===== config.mk =====
export PLATFORM = sky130hd
export DESIGN_NAME = rstn_release_sequencer
export DESIGN_NICKNAME = d
export VERILOG_FILES = /design/src/rtl/rstseq_pkg.sv /design/src/rtl/rstn_sync_chain.sv /design/src/rtl/rstn_release_sequencer.sv
export SDC_FILE = /design/constraint.sdc
export NUM_CORES = 1
export LEC_CHECK = 0
export BUFFER_PORTS_ARGS = -buffer_cell sky130_fd_sc_hd__buf_2
export CORE_UTILIZATION = 45
export CTS_CLUSTER_SIZE = 12
export DETAILED_ROUTE_END_ITERATION = 10
export PLACE_DENSITY = 0.65
export SLEW_MARGIN = 20
export SYNTH_ARGS = -nofsm -noshare
export SYNTH_HDL_FRONTEND = slang
export SYNTH_SLANG_ARGS = --single-unit

===== constraint.sdc =====
create_clock -name CLK -period 1.8 [get_ports CLK]
set_input_delay 0.45 -clock CLK [delete_from_list [all_inputs] [get_ports CLK]]
set_output_delay 0.45 -clock CLK [all_outputs]
set_load 0.02 [all_outputs]

===== src/rtl/rstseq_pkg.sv =====
// ---------------------------------------------------------------------------
// rstseq_pkg
//
// Purpose : Shared types and helpers for the reset release sequencer.
//           Holds the sequencer state encoding, which is also exported on
//           the STATE debug port, and a constant function used at
//           elaboration time to confirm the stage delay fits its counter.
//
// Contents:
//   STATE_W          width of the exported state encoding
//   rstseq_state_e   SYNC / RELEASE / RUN / SW_HOLD
//   delayFits()      true when delay is in 1 .. 2^width-1
// ---------------------------------------------------------------------------
package rstseq_pkg;

   localparam int STATE_W = 2;

   // The encoding is visible to software through the STATE debug port,
   // so the values are pinned explicitly.
   typedef enum logic [STATE_W-1:0] {
      SYNC    = 2'd0,
      RELEASE = 2'd1,
      RUN     = 2'd2,
      SW_HOLD = 2'd3
   } rstseq_state_e;

   // The delay counter is compared against delay-1 and never wraps, so the
   // delay has to be at least one cycle and strictly below 2^width.
   function automatic bit delayFits(input int delay, input int width);
      return (delay >= 1) && (width >= 1) && (width < 31) && (delay < (1 << width));
   endfunction

endpackage


===== src/rtl/rstn_sync_chain.sv =====
// ---------------------------------------------------------------------------
// rstn_sync_chain
//
// Purpose : Reset deassertion synchronizer. A constant 1 is shifted through
//           DEPTH flops that are all cleared asynchronously while rst_ni is
//           low, so assertion is immediate and deassertion is seen by the
//           clock domain only after DEPTH rising edges.
//
// Parameters:
//   DEPTH   number of flops in the chain (>= 1)
//
// Ports:
//   clk_i   input  1  rising-edge clock
//   rst_ni  input  1  asynchronous active-low clear
//   sync_o  output 1  synchronized "out of reset" level (last flop)
// ---------------------------------------------------------------------------
module rstn_sync_chain #(
   parameter int DEPTH = 1
) (
   input  logic clk_i,
   input  logic rst_ni,
   output logic sync_o
);

   logic [DEPTH-1:0] stage_q;

   // Shift a 1 in from the bottom; the shift-and-or form works for any
   // depth including a single flop.
   always_ff @(posedge clk_i or negedge rst_ni) begin
      if (!rst_ni) begin
         stage_q <= '0;
      end else begin
         stage_q <= (stage_q << 1) | DEPTH'(1);
      end
   end

   assign sync_o = stage_q[DEPTH-1];

endmodule


===== src/rtl/rstn_release_sequencer.sv =====
// ---------------------------------------------------------------------------
// rstn_release_sequencer
//
// Purpose : Drives the active-low RN inputs of the register banks. Reset
//           assertion from the RN pad is asynchronous; deassertion is
//           synchronized to CLK and the NUM_OUT domains are released one by
//           one, in order 0..NUM_OUT-1, STAGE_DELAY cycles apart. A
//           four-phase software request (SW_RST_REQ / SW_RST_ACK) re-runs
//           the sequence from RUN.
//
// Optional build macro:
//   RSTSEQ_STAGED_ASSERT_EN  software reset asserts the domains in reverse
//                            order (NUM_OUT-1 down to 0), one every
//                            STAGE_DELAY cycles, before the hold period.
//                            Without it all domains assert together.
//
// Parameters:
//   NUM_OUT      number of reset domains
//   SYNC_STAGES  deassertion synchronizer depth (>= 2)
//   DELAY_W      width of the stage delay counter
//   STAGE_DELAY  cycles between domain releases, 1 .. 2^DELAY_W-1
//
// Ports:
//   CLK         input  1        rising-edge clock
//   RN          input  1        asynchronous active-low reset
//   SW_RST_REQ  input  1        software reset request (level)
//   SW_RST_ACK  output 1        software reset acknowledge (level)
//   RN_OUT      output NUM_OUT  per-domain active-low resets (registered)
//   DONE        output 1        all domains released (registered)
//   STATE       output 2        current state encoding, for debug
// ---------------------------------------------------------------------------
module rstn_release_sequencer
   import rstseq_pkg::*;
#(
   parameter int NUM_OUT     = 4,
   parameter int SYNC_STAGES = 2,
   parameter int DELAY_W     = 8,
   parameter int STAGE_DELAY = 16
) (
   input  logic               CLK,
   input  logic               RN,
   input  logic               SW_RST_REQ,
   output logic               SW_RST_ACK,
   output logic [NUM_OUT-1:0] RN_OUT,
   output logic               DONE,
   output logic [STATE_W-1:0] STATE
);

   localparam int                 STAGE_W    = (NUM_OUT > 1) ? $clog2(NUM_OUT) : 1;
   localparam logic [DELAY_W-1:0] LAST_CNT   = DELAY_W'(STAGE_DELAY - 1);
   localparam logic [STAGE_W-1:0] LAST_STAGE = STAGE_W'(NUM_OUT - 1);

   // Reject parameter sets the counter or the synchronizer cannot honour.
   if (!delayFits(STAGE_DELAY, DELAY_W)) begin : gBadDelay
      $error("rstn_release_sequencer: STAGE_DELAY must be in 1 .. 2^DELAY_W-1");
   end
   if (SYNC_STAGES < 2) begin : gBadSync
      $error("rstn_release_sequencer: SYNC_STAGES must be at least 2");
   end

   rstseq_state_e      state_q;
   logic [DELAY_W-1:0] cnt_q;
   logic [STAGE_W-1:0] stageIdx_q;
   logic [NUM_OUT-1:0] rnOut_q;
   logic               done_q;
   logic               ack_q;
   logic               swSeq_q;
   logic               reqPrev_q;
   logic               syncDone;
   logic               reqRise;

   // The state register's move out of SYNC acts as the last synchronizer
   // flop, so the chain carries SYNC_STAGES-1 flops and RELEASE is entered
   // on rising edge SYNC_STAGES after RN deasserts. Domain i therefore
   // rises on edge SYNC_STAGES + (i+1)*STAGE_DELAY.
   rstn_sync_chain #(
      .DEPTH (SYNC_STAGES - 1)
   ) uSyncChain (
      .clk_i  (CLK),
      .rst_ni (RN),
      .sync_o (syncDone)
   );

   // A request is a sampled 0 -> 1 transition; reqPrev_q is sampled in
   // every state so a level held from before RUN never looks like an edge.
   assign reqRise = SW_RST_REQ & ~reqPrev_q;

   // Sequencer: synchronize, release domains in order, then watch for
   // software requests. Every output is a flop here so nothing on RN_OUT
   // has a combinational path from an input. The ACK clear sits ahead of
   // the case statement so that the set on a software DONE edge wins.
   always_ff @(posedge CLK or negedge RN) begin
      if (!RN) begin
         state_q    <= SYNC;
         cnt_q      <= '0;
         stageIdx_q <= '0;
         rnOut_q    <= '0;
         done_q     <= 1'b0;
         ack_q      <= 1'b0;
         swSeq_q    <= 1'b0;
         reqPrev_q  <= 1'b0;
      end else begin
         reqPrev_q <= SW_RST_REQ;
         if (!SW_RST_REQ) begin
            ack_q <= 1'b0;
         end

         case (state_q)
            SYNC: begin
               if (syncDone) begin
                  state_q    <= RELEASE;
                  cnt_q      <= '0;
                  stageIdx_q <= '0;
               end
            end

            RELEASE: begin
               if (cnt_q == LAST_CNT) begin
                  cnt_q               <= '0;
                  rnOut_q[stageIdx_q] <= 1'b1;
                  if (stageIdx_q == LAST_STAGE) begin
                     state_q    <= RUN;
                     done_q     <= 1'b1;
                     stageIdx_q <= '0;
                     swSeq_q    <= 1'b0;
                     if (swSeq_q) begin
                        ack_q <= 1'b1;
                     end
                  end else begin
                     stageIdx_q <= stageIdx_q + STAGE_W'(1);
                  end
               end else begin
                  cnt_q <= cnt_q + DELAY_W'(1);
               end
            end

            RUN: begin
               if (reqRise && !ack_q) begin
                  state_q <= SW_HOLD;
                  done_q  <= 1'b0;
                  cnt_q   <= '0;
`ifdef RSTSEQ_STAGED_ASSERT_EN
                  rnOut_q[NUM_OUT-1] <= 1'b0;
                  stageIdx_q         <= LAST_STAGE;
`else
                  rnOut_q            <= '0;
                  stageIdx_q         <= '0;
`endif
               end
            end

            SW_HOLD: begin
               // stageIdx_q counts domains still to be asserted; at zero
               // every domain is down and this is the plain hold period.
               if (cnt_q == LAST_CNT) begin
                  cnt_q <= '0;
                  if (stageIdx_q == '0) begin
                     state_q <= RELEASE;
                     swSeq_q <= 1'b1;
                  end else begin
                     rnOut_q[stageIdx_q - STAGE_W'(1)] <= 1'b0;
                     stageIdx_q                        <= stageIdx_q - STAGE_W'(1);
                  end
               end else begin
                  cnt_q <= cnt_q + DELAY_W'(1);
               end
            end

            default: begin
               state_q <= SYNC;
            end
         endcase
      end
   end

   assign RN_OUT     = rnOut_q;
   assign DONE       = done_q;
   assign SW_RST_ACK = ack_q;
   assign STATE      = state_q;

endmodule

== After elaboration in Yosys (flattened, before gate mapping) ==
Cells that the tools add are included.

* Bits in registers: 21
* Logic and storage cells: 90
* Input bits: 3

* $add $sub $neg: 3
* Mux-type cells: 41
* Eq/ne operators: 12
* Bitwise gates (word level): 5
* Magnitude comparators: 4
* Reduce and logical (&&, ||, !) cells: 16

{| class="wikitable"
|+ Operators by type and width
! operator !! number
|-
| $mux W2 || 12
|-
| $mux W8 || 3
|-
| $pmux W8 S3 || 1
|-
| $mux W4 || 4
|-
| $pmux W2 S4 || 2
|-
| $reduce_and A5 Y1 || 3
|-
| $mux W1 || 14
|-
| $ne A2 B2 Y1 const B || 6
|-
| $pmux W4 S3 || 1
|-
| $add A8 B1 Y8 const B || 1
|-
| $eq A8 B4 Y1 const B || 1
|-
| $eq A2 B2 Y1 const B || 3
|-
| $lt A2 B3 Y1 const B || 2
|-
| $reduce_and A6 Y1 || 1
|-
| $and A4 B4 Y4 || 1
|-
| $demux W1 S2 || 2
|-
| $ge A2 B1 Y1 const B || 2
|-
| $logic_not A2 Y1 || 2
|-
| $not A4 Y4 || 1
|-
| $or A4 B4 Y4 || 1
|-
| $pmux W1 S2 || 2
|-
| $reduce_and A4 Y1 || 1
|-
| $reduce_bool A2 Y1 || 2
|-
| $logic_and A1 B1 Y1 || 3
|-
| other kinds (10) || 10
|}

== Depth between registers and ports, before layout ==
* Word-level depth: 10
* Mapped depth: 7
* Mapped depth without buffers: 6

== Cells and area by module ==
Synthesis repeated with hierarchy kept, for this count alone.

* Cell total of the unflattened synthesis: 134
* Area total of the unflattened synthesis: 1271.2 um2

{| class="wikitable"
|+ By module, submodules not included
! module !! instances !! cells each !! area each (um2)
|-
| rstn_release_sequencer || 1 || 132 || 1242.4
|-
| rstn_sync_chain || 1 || 2 || 28.8
|}

== Worst setup path before layout ==
Ideal clock, no wire load.

* Path kind: register -> register
* Start: reg state_q[1] (netlist: STATE[1])
* End: reg state_q[1] (netlist: STATE[1])
* Arrival: 1.743 ns
* Required time: 1.672 ns
* Setup slack: -0.070 ns
* Cell stages (with the launch flop): 8
* Cells stage by stage: dfrtp_1 -> inv_1 -> ha_1 -> clkbuf_1 -> nand2b_1 -> and2_1 -> nand3_1 -> mux2_1

* Cells in the longest elaborated chain, start to end: 3
* Elaborated cells on any way between the ends: 12

{| class="wikitable"
|+ Ends and longest elaborated chain
! element !! line !! RTL
|-
| start: declaration || rstn_release_sequencer.sv:61 || <nowiki>rstseq_state_e state_q;</nowiki>
|-
| start signal: assignment || rstn_release_sequencer.sv:94 || <nowiki>state_q <= SYNC;</nowiki>
|-
| start signal: assignment || rstn_release_sequencer.sv:111 || <nowiki>state_q <= RELEASE;</nowiki>
|-
| start signal: assignment || rstn_release_sequencer.sv:122 || <nowiki>state_q <= RUN;</nowiki>
|-
| $eq A2 B2 Y1 (tied with other cells) || rstn_release_sequencer.sv:108 || <nowiki>case (state_q)</nowiki>
|-
| $ne A2 B2 Y1 (no line) or $ne A2 B1 Y1 (tied branches) || - ||
|-
| $reduce_and A6 Y1 (no line) || - ||
|}

Several ways; a longest one is shown, not always the timed one.
A chain may end at the register's enable or synchronous reset.

== Worst setup path after layout ==
* Start: reg ack_q (netlist: SW_RST_ACK)
* End: reg cnt_q[5]

* Cells in the longest elaborated chain, start to end: 4

{| class="wikitable"
|+ Ends and longest elaborated chain
! element !! line !! RTL
|-
| start: declaration || rstn_release_sequencer.sv:66 || <nowiki>logic ack_q;</nowiki>
|-
| start signal: assignment || rstn_release_sequencer.sv:99 || <nowiki>ack_q <= 1'b0;</nowiki>
|-
| start signal: assignment || rstn_release_sequencer.sv:105 || <nowiki>ack_q <= 1'b0;</nowiki>
|-
| start signal: assignment || rstn_release_sequencer.sv:127 || <nowiki>ack_q <= 1'b1;</nowiki>
|-
| $logic_not A1 Y1 || rstn_release_sequencer.sv:138 || <nowiki>if (reqRise && !ack_q) begin</nowiki>
|-
| $logic_and A1 B1 Y1 || rstn_release_sequencer.sv:138 ||
|-
| $ne A2 B2 Y1 (no line) || - ||
|-
| $reduce_and A2 Y1 (no line) || - ||
|-
| end signal: assignment || rstn_release_sequencer.sv:133 || <nowiki>cnt_q <= cnt_q + DELAY_W'(1);</nowiki>
|-
| end signal: assignment || rstn_release_sequencer.sv:165 || <nowiki>cnt_q <= cnt_q + DELAY_W'(1);</nowiki>
|-
| end: declaration || rstn_release_sequencer.sv:62 || <nowiki>logic [DELAY_W-1:0] cnt_q;</nowiki>
|}

Every way passes these cells.

==> reports/results.ini <==
[status]
run_status = completed

[placement]
placement.io_buffers = 10
place_congestion = 0.827
dp_worst_setup_slack_ns = -0.0821
dp_cells = 199
dpl.hpwl_um = 2170

[pwr]
ir_worst_vdd_mv = 0.394
powerDensity_nw_per_um2 = 451
p_leak_nw = 0.802

[critical_path]
crit_type = flip-flop to flip-flop
required_ns = 2.04
crit_arrival_ns = 2.03
endpoint_kind = flip-flop
worst_setup_path_start_kind = flip-flop
worstPathMaxFanout = 4

[yosys]
yosysWarnings = 0
synth_enable_flop_cells = 0
postSynthAreaPerCell_sq_um = 9.43
synth_top_cell_area_share_pct = 39.8
synthArstFlopShare_pct = 100
synthFlopType = dfrtp_1
synth-seq-cells = 21
ys_top_cells_by_area = dfrtp_1 40%, ha_1 14%, inv_1 2.8%, nand4_1 2.8%, o211ai_1 2.8%
synth_top_cell_by_area = dfrtp_1
syn-num-nets = 158
netlist_area_sq_um = 1320
synthCells = 140
yosysSeqAreaShare_pct = 39.8
yosysUniqueCellTypes = 36

[timing]
fin_crit_ns = 1.79
hold_viol = 0
drv_slew = 0
setup_slack_ns = 0.0125
finalCritPeriodShare_pct = 99.3
hold-worst-slack_ns = 0.0744
skew_ns = 0.0113
setup_viol = 0
timing.fmax_ghz = 0.559

[cts]
root_buffer = clkbuf_4
hold_buffers = 0
cts_tree = done
htreeDepth = 1
worstSkewPairLatency_ns = 0.31
numCtsBuffers = 3
cts_buffer_depth = 2
cts_sinks = 21
clkTransAtPathRegs_ns = 0.13

[route]
wirelength_um = 2980
via_per_inst = 5.77
final_antenna_net_count = 0
post_drt_wl_per_cell_um = 14.4
num_vias = 1189
first_pass_iters = 4
drc = 0
dr.first_iter.drc_count = 72

[die]
start_util_pct = 47.9
coreArea_sq_um = 2760
dieArea_sq_um = 3150
rows = 19
ios = 11
die_h_um = 56.2
die_w_um = 56.2

[worst_hold_path]
min_path_type = primary input to async pin

[layout]
area_delta_synth_final_pct = 23.2
nFillCells = 242
drive_gt1_share_pct = 28.6
layout_common_cells = 24 x buf_4, 19 x dfrtp_1, 14 x ha_1
final_cells = 206
final_common_cell = buf_4
fin_util_pct = 59.0
finalNetCount = 194
diodes = 0

[grt]
track_usage_pct = 21.7
grt_max_degree = 22
overflow = 0
antenna_found_initial = 0
grt_pass1_wl_um = 5420
grt_pass1_vias = 1230

[flow_run]
maxCapViolations = 0

power breakdown:
group	leakage, nW	internal (mW)	switching [mW]	total, mW
Combinational	0.556	0.00478	0.0120	0.0168
Clock	0.0150	0.0865	0.155	0.241
Sequential	0.232	0.474	0.00118	0.475
Total	0.802	0.565	0.168	0.733
per-stage QoR:
stage                TNS, ns  total power, mW  instance area (sq um)
finish                     0            0.733                   1630
global route        -0.00170            0.765                   1630
CTS                        0            0.737                   1600
detailed placement    -0.194            0.501                   1560
global placement      -0.128            0.500                   1560
floorplan                  0            0.486                   1320
worst paths after layout:
| check | from | to | slack [ns] | cells after the start |
|---|---|---|---|---|
| max in group asynchronous | RN | STATE[1]$_DFFE_PN0P_ | 1.37 | 1 |
| min in group CLK | SW_RST_REQ | reqPrev_q$_DFF_PN0_ | 0.35 | 2 |
| worst min-delay path | RN | RN_OUT[3]$_DFFE_PN0P_ | 0.07 | 1 |
| worst max-delay path | SW_RST_ACK$_DFF_PN0_ | cnt_q[5]$_DFFE_PN0P_ | 0.01 | 4 |
| worst min register to register | swSeq_q$_DFFE_PN0P_ | swSeq_q$_DFFE_PN0P_ | 0.53 | 1 |
| worst max register to register | SW_RST_ACK$_DFF_PN0_ | cnt_q[5]$_DFFE_PN0P_ | 0.01 | 4 |
timing repair:
action,4_1_cts,5_1_grt
setup buffers,2,1
pin swaps,0,2
resized for setup,1,7
hold endpoints to repair,0,0
setup endpoints to repair,2,9
synth_stat cells (5+ instances only):
| cell type | n |
|---|---|
| o21ai_0 | 7 |
| nand3_1 | 6 |
| o21ai_1 | 5 |
| nand2_1 | 9 |
| a21oi_1 | 5 |
| ha_1 | 15 |
| o211ai_1 | 5 |
| nor2b_1 | 5 |
| inv_1 | 10 |
| dfrtp_1 | 21 |
| nand4_1 | 6 |
| nor2_1 | 9 |
flip-flops by register name, summed over array words and instances (netlist names):
name / cells
cnt_q: 8
stageIdx_q: 2
swSeq_q: 1
reqPrev_q: 1
STATE: 2
uSyncChain.sync_o: 1
RN_OUT: 4
SW_RST_ACK: 1
DONE: 1
metal layers:
metal	GRT usage [%]	part of all wire (%)
met5	0	0
met4	6.97	1.1
met3	2.79	3.9
met2	37.6	48
met1	28.0	47
cells by family (layout without fill, tap and decap cells):
logic type	after synthesis	count (layout)	share of synthesized area (%)
muxes	2	2	1.61
other	1	1	0.284
adders and majority gates	15	15	14.2
and+or+nand+nor	50	50	21.2
buffers and inverters	13	48	3.70
DFF	21	21	39.8
xor gates and xnor gates	1	1	0.664
AOI/OAI and AO/OA	37	37	18.5
worst max-delay path, stage by stage, from the launching register on:
cell	delay (ns)
dfrtp_1	0.41
or3b_4	0.41
a21o_1	0.23
or4_1	0.54
a21oi_1	0.14
area by class of cell:
cell class                      instances  area (sq um)  share of cell area, %
Multi-Input combinational cell        106           766                   47.1
Tap cell                               31          38.8                   2.38
Timing Repair Buffer                   34           230                   14.2
Inverter                               10          37.5                   2.31
Clock buffer                            4          26.3                   1.62
Sequential cell                        21           528                   32.5
Note: power is estimated with default switching activity, not from simulation.
